`config.mk`:
```
export PLATFORM = sky130hd
export DESIGN_NAME = instr_sequencer
export DESIGN_NICKNAME = d
export VERILOG_FILES = /design/src/rtl/instr_sequencer.sv
export SDC_FILE = /design/constraint.sdc
export NUM_CORES = 1
export LEC_CHECK = 0
export ABC_CLOCK_PERIOD_IN_PS = 9100
export CAP_MARGIN = 5
export CORE_AREA = 2 2 174 176
export DETAILED_ROUTE_END_ITERATION = 7
export DIE_AREA = 0 0 176 178
export DONT_BUFFER_PORTS = 1
export MAX_ROUTING_LAYER = met4
export PLACE_DENSITY = 0.42
export SETUP_SLACK_MARGIN = 0.4
export SKIP_CTS_REPAIR_TIMING = 1
export SYNTH_ARGS = -nofsm -noshare
export SYNTH_HDL_FRONTEND = slang
export SYNTH_SLANG_ARGS = --single-unit
```
`constraint.sdc`:
```
create_clock -name clk -period 9.1 [get_ports clk]
set_input_delay 2.73 -clock clk [delete_from_list [all_inputs] [get_ports clk]]
set_output_delay 2.73 -clock clk [all_outputs]
set_load 0.05 [all_outputs]
```
`src/rtl/instr_sequencer.sv`:
```
`default_nettype none
// ============================================================================
// Module      : instr_sequencer
// Description : Multi-cycle instruction sequencer. Accepts one instruction per
//               valid/ready handshake and steps it through DECODE, EXEC, MEM
//               and WB, driving the register file, ALU and data memory of the
//               datapath. Executes LW, SW, ADD and SUB; flags opcodes 4-7 as
//               illegal.
//
// Parameters  : WORDSIZE - datapath word width (default 64)
//               SIZE     - instruction width (default 32, must be >= 30)
//
// Ports       : clk, rst            - clock, asynchronous active-high reset
//               instr_valid/ready   - instruction handshake
//               instruction         - instruction word
//               done, illegal       - completion / rejection pulses
//               rf_*                - register file write port + two read
//                                     address ports, combinational read data
//               alu_op, alu_result  - ALU control (0 add, 1 sub) and result
//               dm_*                - data memory address, write data/strobe,
//                                     synchronous read strobe and read data
//
// Build option: define INSTR_SEQ_ZERO_REG_EN to suppress register-file
//               writes to r0 (done still pulses in WB).
//
// Revision    : 1.0 - initial release
// ============================================================================
module instr_sequencer #(
    parameter int WORDSIZE = 64,
    parameter int SIZE     = 32
) (
    input  logic                clk,
    input  logic                rst,

    input  logic                instr_valid,
    output logic                instr_ready,
    input  logic [SIZE-1:0]     instruction,

    output logic                done,
    output logic                illegal,

    output logic                rf_write_enable,
    output logic [4:0]          rf_write_addr,
    output logic [WORDSIZE-1:0] rf_write_data,
    output logic [4:0]          rf_addr_a,
    output logic [4:0]          rf_addr_b,
    input  logic [WORDSIZE-1:0] rf_data_a,
    input  logic [WORDSIZE-1:0] rf_data_b,

    output logic                alu_op,
    input  logic [WORDSIZE-1:0] alu_result,

    output logic                dm_write_enable,
    output logic [4:0]          dm_addr,
    output logic [WORDSIZE-1:0] dm_data_input,
    output logic                dm_read,
    input  logic [WORDSIZE-1:0] dm_data_output
);

    // ------------------------------------------------------------------------
    // Opcode encodings
    // ------------------------------------------------------------------------
    localparam logic [2:0] c_OP_LW  = 3'd0;
    localparam logic [2:0] c_OP_SW  = 3'd1;
    localparam logic [2:0] c_OP_ADD = 3'd2;
    localparam logic [2:0] c_OP_SUB = 3'd3;

    // ------------------------------------------------------------------------
    // State encoding
    // ------------------------------------------------------------------------
    typedef enum logic [2:0] {
        S_IDLE   = 3'd0,
        S_DECODE = 3'd1,
        S_EXEC   = 3'd2,
        S_MEM    = 3'd3,
        S_WB     = 3'd4
    } state_t;

    state_t                r_state;
    state_t                w_next_state;

    logic [SIZE-1:0]       r_ir;
    logic [WORDSIZE-1:0]   r_result;

    // ------------------------------------------------------------------------
    // Instruction register field decode
    // ------------------------------------------------------------------------
    logic [2:0]            w_opcode;
    logic [4:0]            w_rd;
    logic [4:0]            w_rs1;
    logic [4:0]            w_rs2;
    logic [4:0]            w_imm5;
    logic                  w_legal;

    assign w_opcode = r_ir[2:0];
    assign w_rd     = r_ir[11:7];
    assign w_rs1    = r_ir[19:15];
    assign w_rs2    = r_ir[24:20];
    assign w_imm5   = r_ir[29:25];

    // Opcodes 0-3 are defined; anything with bit 2 set is illegal.
    assign w_legal  = (w_opcode[2] == 1'b0);

    // Effective address: only the low five bits of the base register take
    // part, and the sum wraps within the 32-entry data memory.
    logic [4:0]            w_eff_addr;
    assign w_eff_addr = rf_data_a[4:0] + w_imm5;

    // Handshake: only IDLE accepts, and nothing is accepted while in reset.
    logic                  w_accept;
    assign w_accept = (r_state == S_IDLE) && instr_valid;

    // Write-back enable, optionally masking writes to r0.
    logic                  w_wb_enable;
`ifdef INSTR_SEQ_ZERO_REG_EN
    assign w_wb_enable = (w_rd != 5'd0);
`else
    assign w_wb_enable = 1'b1;
`endif

    // ------------------------------------------------------------------------
    // Result register load selection
    //   EXEC of ADD/SUB captures the ALU output; MEM captures the memory read
    //   data, which arrives the cycle after the EXEC read strobe.
    // ------------------------------------------------------------------------
    logic                  w_result_load;
    logic [WORDSIZE-1:0]   w_result_next;

    always_comb begin
        w_result_load = 1'b0;
        w_result_next = '0;
        if (r_state == S_EXEC && (w_opcode == c_OP_ADD || w_opcode == c_OP_SUB)) begin
            w_result_load = 1'b1;
            w_result_next = alu_result;
        end else if (r_state == S_MEM) begin
            w_result_load = 1'b1;
            w_result_next = dm_data_output;
        end
    end

    // ------------------------------------------------------------------------
    // State, instruction and result registers
    // ------------------------------------------------------------------------
    always_ff @(posedge clk or posedge rst) begin
        if (rst) begin
            r_state  <= S_IDLE;
            r_ir     <= '0;
            r_result <= '0;
        end else begin
            r_state <= w_next_state;
            if (w_accept) begin
                r_ir <= instruction;
            end
            if (w_result_load) begin
                r_result <= w_result_next;
            end
        end
    end

    // ------------------------------------------------------------------------
    // Next-state logic
    // ------------------------------------------------------------------------
    always_comb begin
        w_next_state = r_state;
        case (r_state)
            S_IDLE: begin
                if (w_accept) begin
                    w_next_state = S_DECODE;
                end
            end
            S_DECODE: begin
                w_next_state = w_legal ? S_EXEC : S_IDLE;
            end
            S_EXEC: begin
                case (w_opcode)
                    c_OP_LW:  w_next_state = S_MEM;
                    c_OP_SW:  w_next_state = S_IDLE;   // store completes here
                    c_OP_ADD,
                    c_OP_SUB: w_next_state = S_WB;
                    default:  w_next_state = S_IDLE;   // unreachable: DECODE filters
                endcase
            end
            S_MEM: begin
                w_next_state = S_WB;
            end
            S_WB: begin
                w_next_state = S_IDLE;
            end
            default: begin
                w_next_state = S_IDLE;
            end
        endcase
    end

    // ------------------------------------------------------------------------
    // Moore outputs
    //   Everything is forced low while rst is high; IDLE would otherwise
    //   raise instr_ready during reset.
    // ------------------------------------------------------------------------
    always_comb begin
        instr_ready     = 1'b0;
        done            = 1'b0;
        illegal         = 1'b0;
        rf_write_enable = 1'b0;
        rf_write_addr   = '0;
        rf_write_data   = '0;
        rf_addr_a       = '0;
        rf_addr_b       = '0;
        alu_op          = 1'b0;
        dm_write_enable = 1'b0;
        dm_addr         = '0;
        dm_data_input   = '0;
        dm_read         = 1'b0;

        if (!rst) begin
            if (r_state != S_IDLE) begin
                rf_addr_a = w_rs1;
                rf_addr_b = w_rs2;
            end

            case (r_state)
                S_IDLE: begin
                    instr_ready = 1'b1;
                end
                S_DECODE: begin
                    illegal = !w_legal;
                end
                S_EXEC: begin
                    case (w_opcode)
                        c_OP_ADD,
                        c_OP_SUB: begin
                            alu_op = w_opcode[0];
                        end
                        c_OP_LW: begin
                            dm_addr = w_eff_addr;
                            dm_read = 1'b1;
                        end
                        c_OP_SW: begin
                            dm_addr         = w_eff_addr;
                            dm_data_input   = rf_data_b;
                            dm_write_enable = 1'b1;
                            done            = 1'b1;
                        end
                        default: begin
                        end
                    endcase
                end
                S_MEM: begin
                end
                S_WB: begin
                    rf_write_enable = w_wb_enable;
                    rf_write_addr   = w_rd;
                    rf_write_data   = r_result;
                    done            = 1'b1;
                end
                default: begin
                end
            endcase
        end
    end

    // Instruction bits and base-register bits that carry no meaning here.
    logic w_unused;
    assign w_unused = ^{r_ir[SIZE-1:30], r_ir[14:12], r_ir[6:3],
                        rf_data_a[WORDSIZE-1:5]};

endmodule
`default_nettype wire

```
Yosys cells after proc, flatten, opt, wreduce, memory -nomap -nowiden
Index checks and enable logic that the tools add are counted.
W data, S select, Z words.
{ "word_totals": {"regBits": 97, "in_bits": 291, "out_inout_bits": 155, "elab_cells": 59} }
{ "classes": {"n_addsub": 1, "n_eq_ne": 8, "n_mux": 39, "n_reduce_logical": 8} }
{ "ops": {"columns": ["operator", "n"], "rows": [
  ["$mux W64", 7],
  ["$mux W5", 9],
  ["$mux W1", 18],
  ["$eq A3 B2 Y1 const B", 4],
  ["$pmux W3 S4", 1],
  ["$eq A3 B1 Y1 const B", 2],
  ["$logic_not A3 Y1", 2],
  ["$pmux W3 S2", 1],
  ["$add A5 B5 Y5", 1],
  ["$reduce_or A2 Y1", 2],
  ["$eq A3 B3 Y1 const B", 1],
  ["$mux W3", 1],
  ["$reduce_bool A3 Y1", 1],
  ["$logic_and A1 B1 Y1", 2],
  ["$mux W2", 1],
  ["$ne A2 B2 Y1 const B", 1],
  ["$pmux W1 S2", 1],
  ["$logic_or A1 B1 Y1", 1]
]} }

Longest topological paths before layout
{ "depth": {"word_depth": 5, "depth_mapped": 7, "mapped_depth_nobuf": 7} }

Worst setup path after synthesis
No wires, ideal clock.
{ "synth_timing": {"path_kind": "in2out", "from": "input rst", "to": "output rf_write_addr[0]", "t_arrival_ps": 6303, "required_time_ps": 6370, "path_slack_ps": 67, "cell_stages": 5, "path_buffers": 2, "path_cell_list": "inv_1 -> and3_1 -> clkbuf_1 -> clkbuf_1 -> and2_1"} }
{ "synth_via": {"elab_chain_len": 1} }
{ "synth_rtl": {"columns": ["item", "line_no", "text"], "rows": [
  ["from (decl)", "33", "input logic rst,"],
  ["$mux W5", "215", "if (!rst) begin"],
  ["to (decl)", "43", "output logic [4:0] rf_write_addr,"]
]} }
No other way between the ends.

Final worst setup path
{ "layout_timing": {"from": "input rst", "to": "output rf_write_data[44]"} }
{ "layout_via": {"elab_chain_len": 1} }
{ "layout_rtl": {"columns": ["item", "line_no", "text"], "rows": [
  ["$mux W64", "215", null],
  ["to (decl)", "44", "output logic [WORDSIZE-1:0] rf_write_data,"]
]} }
No other way between the ends.

==> results.md <==
- Yosys reg bits: 90
- Power Dens Cells: 297 mW/mm^2
- Final WL: 18200 um
- Min setup slack post-route: 1.79 ns
- Crit path kind: in2out
- Vias in the first global route: 3902
- Mapped Nets: 778
- Clock slew at reported path FFs: 0.06 ns
- Dpl cells: 836
- Avg Inst Size Synth: 10.5 sq um
- Commonest cells post-synth: dfrtp_1, and2_1, and3_1, a21o_1, a22o_1
- Clock sink total: 90
- Max cap viols: 0
- Rows: 63
- Yosys top cell area share: 0.446
- Chip Height: 178 um
- HPWL reported at the end of detailed placement: 14100 um
- Cells along the critical path: clkinvlp_4 -> and3_2 -> buf_4 -> and2_1
- Yosys cell types: 30
- Setup TNS: 0 ns
- Hold Crit Class: reg2reg
- # IOs: 446
- Crit path max-delay cell type: and3_2
- RSZ-0062 raised after global routing: false
- Largest net degree at the start of global routing: 70
- Design area: 0.00571 sq mm
- Slowest cell delay on critical path: 0.93 ns
- Final worst path period need: 7.31 ns
- Worst-Skew Late Latency: 0.36 ns
- Vias: 3767
- First-pass GRT wire length: 25200 um
- Instance count on the critical path: 4
- Grt ovf: 0
- Setup WS pre-CTS: 1.68 ns
- FF+latch area: 0.00225 sq mm
- Worst-margin pin slew: 1.13 ns
- Core region area: 0.0294 sq mm
- Gpl congestion: 0.810
- Worst IR drop on VDD: 0.109 mV
- Worst EP required: 6.37 ns
- DRC errors left: 0
- Top cell type by total area after synthesis: dfrtp_1
- Initial antenna violation count: 6
- Initial DRC Count: 149
- Crit start category: primary input
- Maximum fanout along the worst path: 52
- Area Growth Syn to Fin: 13.1%
- Die Area: 0.0313 sq mm
- EDFF count, synth: 0
- Fillers: 3271
- Async S/R FF share, synth: 1.00
- Post-Syn Area: 0.00505 sq mm
- Multi-input gate area: 0.00253 sq mm
- Hold_ws: 0.468 ns
- Rel. slew slack: 0.247
- Critical Path AT: 4.58 ns
- Leakage: 2.97 nW
- Syn. warnings: 0
- Hold depth: 1
- Max-slew violations: 0
- Setup Viol. Count Final: 0
- Tot Pwr: 1.69 mW
- Crit. End Element: output pin
- Worst Reg2Reg Path Length in Cells: 6
- Final Hold Vio Count: 0
- First-pass iteration count of the detailed router: 4
- Syn Inst Count: 482
- CTS max path bufs: 2
- Crit path buffers/inverters: 2
- Max Fclk: 137 MHz
- Share of post-route cells with drive strength above 1: 0.126
- Routed len/inst: 21.3 um
- Root buf cell: clkbuf_16
- CTS tree: built
- Sequential element share of the synthesized area: 0.446
- TritonCTS Buffers: 9
- Final ANT Viol Nets: 0
- Flop2flop setup slack: 6.29 ns
- GRT Overall Usage: 0.116
- Vias per cell: 4.40
- Most common cell in the netlist: dfrtp_1
- Finished Layout Cells: 857
- Die width: 176 um
- H-tree level count: 3
- IO buf count: 0
- Area after DPL: 0.00537 sq mm
- Final Util: 0.194
- Final period util: 0.803
- Ranking of synthesized cells by area: dfrtp_1, a22o_1, and2_1
- Delay-heaviest family, CP: simple AND/OR/NAND/NOR gates
- Clock skew: 0.0107 ns
- Synth Flop Type: dfrtp_1
- Status: finished clean
- Starting Density: 0.172
- Final #Nets: 753
[state kept, by name, summed over array words and instances (netlist names)]
name and flops:
r_result 64, r_state 3, r_ir 23
[where the power goes]
part           internal (mW)  switching [mW]  leakage, nW  total, mW
Clock                  0.249           0.173        0.155      0.422
Sequential             0.584          0.0981         1.12      0.682
Combinational          0.233           0.357         1.70      0.590
Total                   1.07           0.628         2.97       1.69
[layout by cell type (no fill, tap or decap), types with 4 or more instances in the layout]
master     instances
a22o_1            64
buf_4             10
and2_1            82
mux2_2            21
clkbuf_16          9
and3_1            65
diode_2            5
inv_1              5
nor2_1            10
ha_1               4
dfrtp_1           90
a21o_1            65
[layer usage]
layer / track usage / routed length [um] / vias up
li1: - / - / 1669
met1: 0.116 / 6530 / 1848
met2: 0.211 / 10100 / 228
met3: 0.0315 / 1240 / 22
met4: 0.0534 / 394 / 0
met5: - / 0 / -
[cell type report]
class                   instances  area share
diodes                          5     0.00219
clock buffers                  10      0.0418
clock inverters                 6      0.0155
inverters                       6     0.00460
multi-input cells             340       0.443
flip-flops and latches         90       0.394
well taps                     390      0.0854
repair buffers                 10      0.0131
[kinds of logic (layout without fill, tap and decap cells)]
family | after synthesis | after routing | share of synthesized area
other | 0 | 5 | 0
muxes | 21 | 21 | 0.0468
AOI/OAI and AO/OA | 135 | 135 | 0.214
adders and majority gates | 5 | 5 | 0.0139
xor gates and xnor gates | 4 | 4 | 0.00694
buffers and inverters | 52 | 32 | 0.0585
and+or+nand+nor | 175 | 175 | 0.214
DFF | 90 | 90 | 0.446
[path summary, 6_finish.rpt]
path / from / endpoint
max: rst / rf_write_data[44]
min in group asynchronous: rst / r_state[2]$_DFFE_PP0P_
max in group asynchronous: rst / r_ir[0]$_DFFE_PP0P_
max reg2reg: r_state[2]$_DFFE_PP0P_ / r_result[47]$_DFFE_PP0P_
min reg2reg: r_result[60]$_DFFE_PP0P_ / r_result[60]$_DFFE_PP0P_
min: r_result[60]$_DFFE_PP0P_ / r_result[60]$_DFFE_PP0P_
Power figures use the tool's default switching activity.
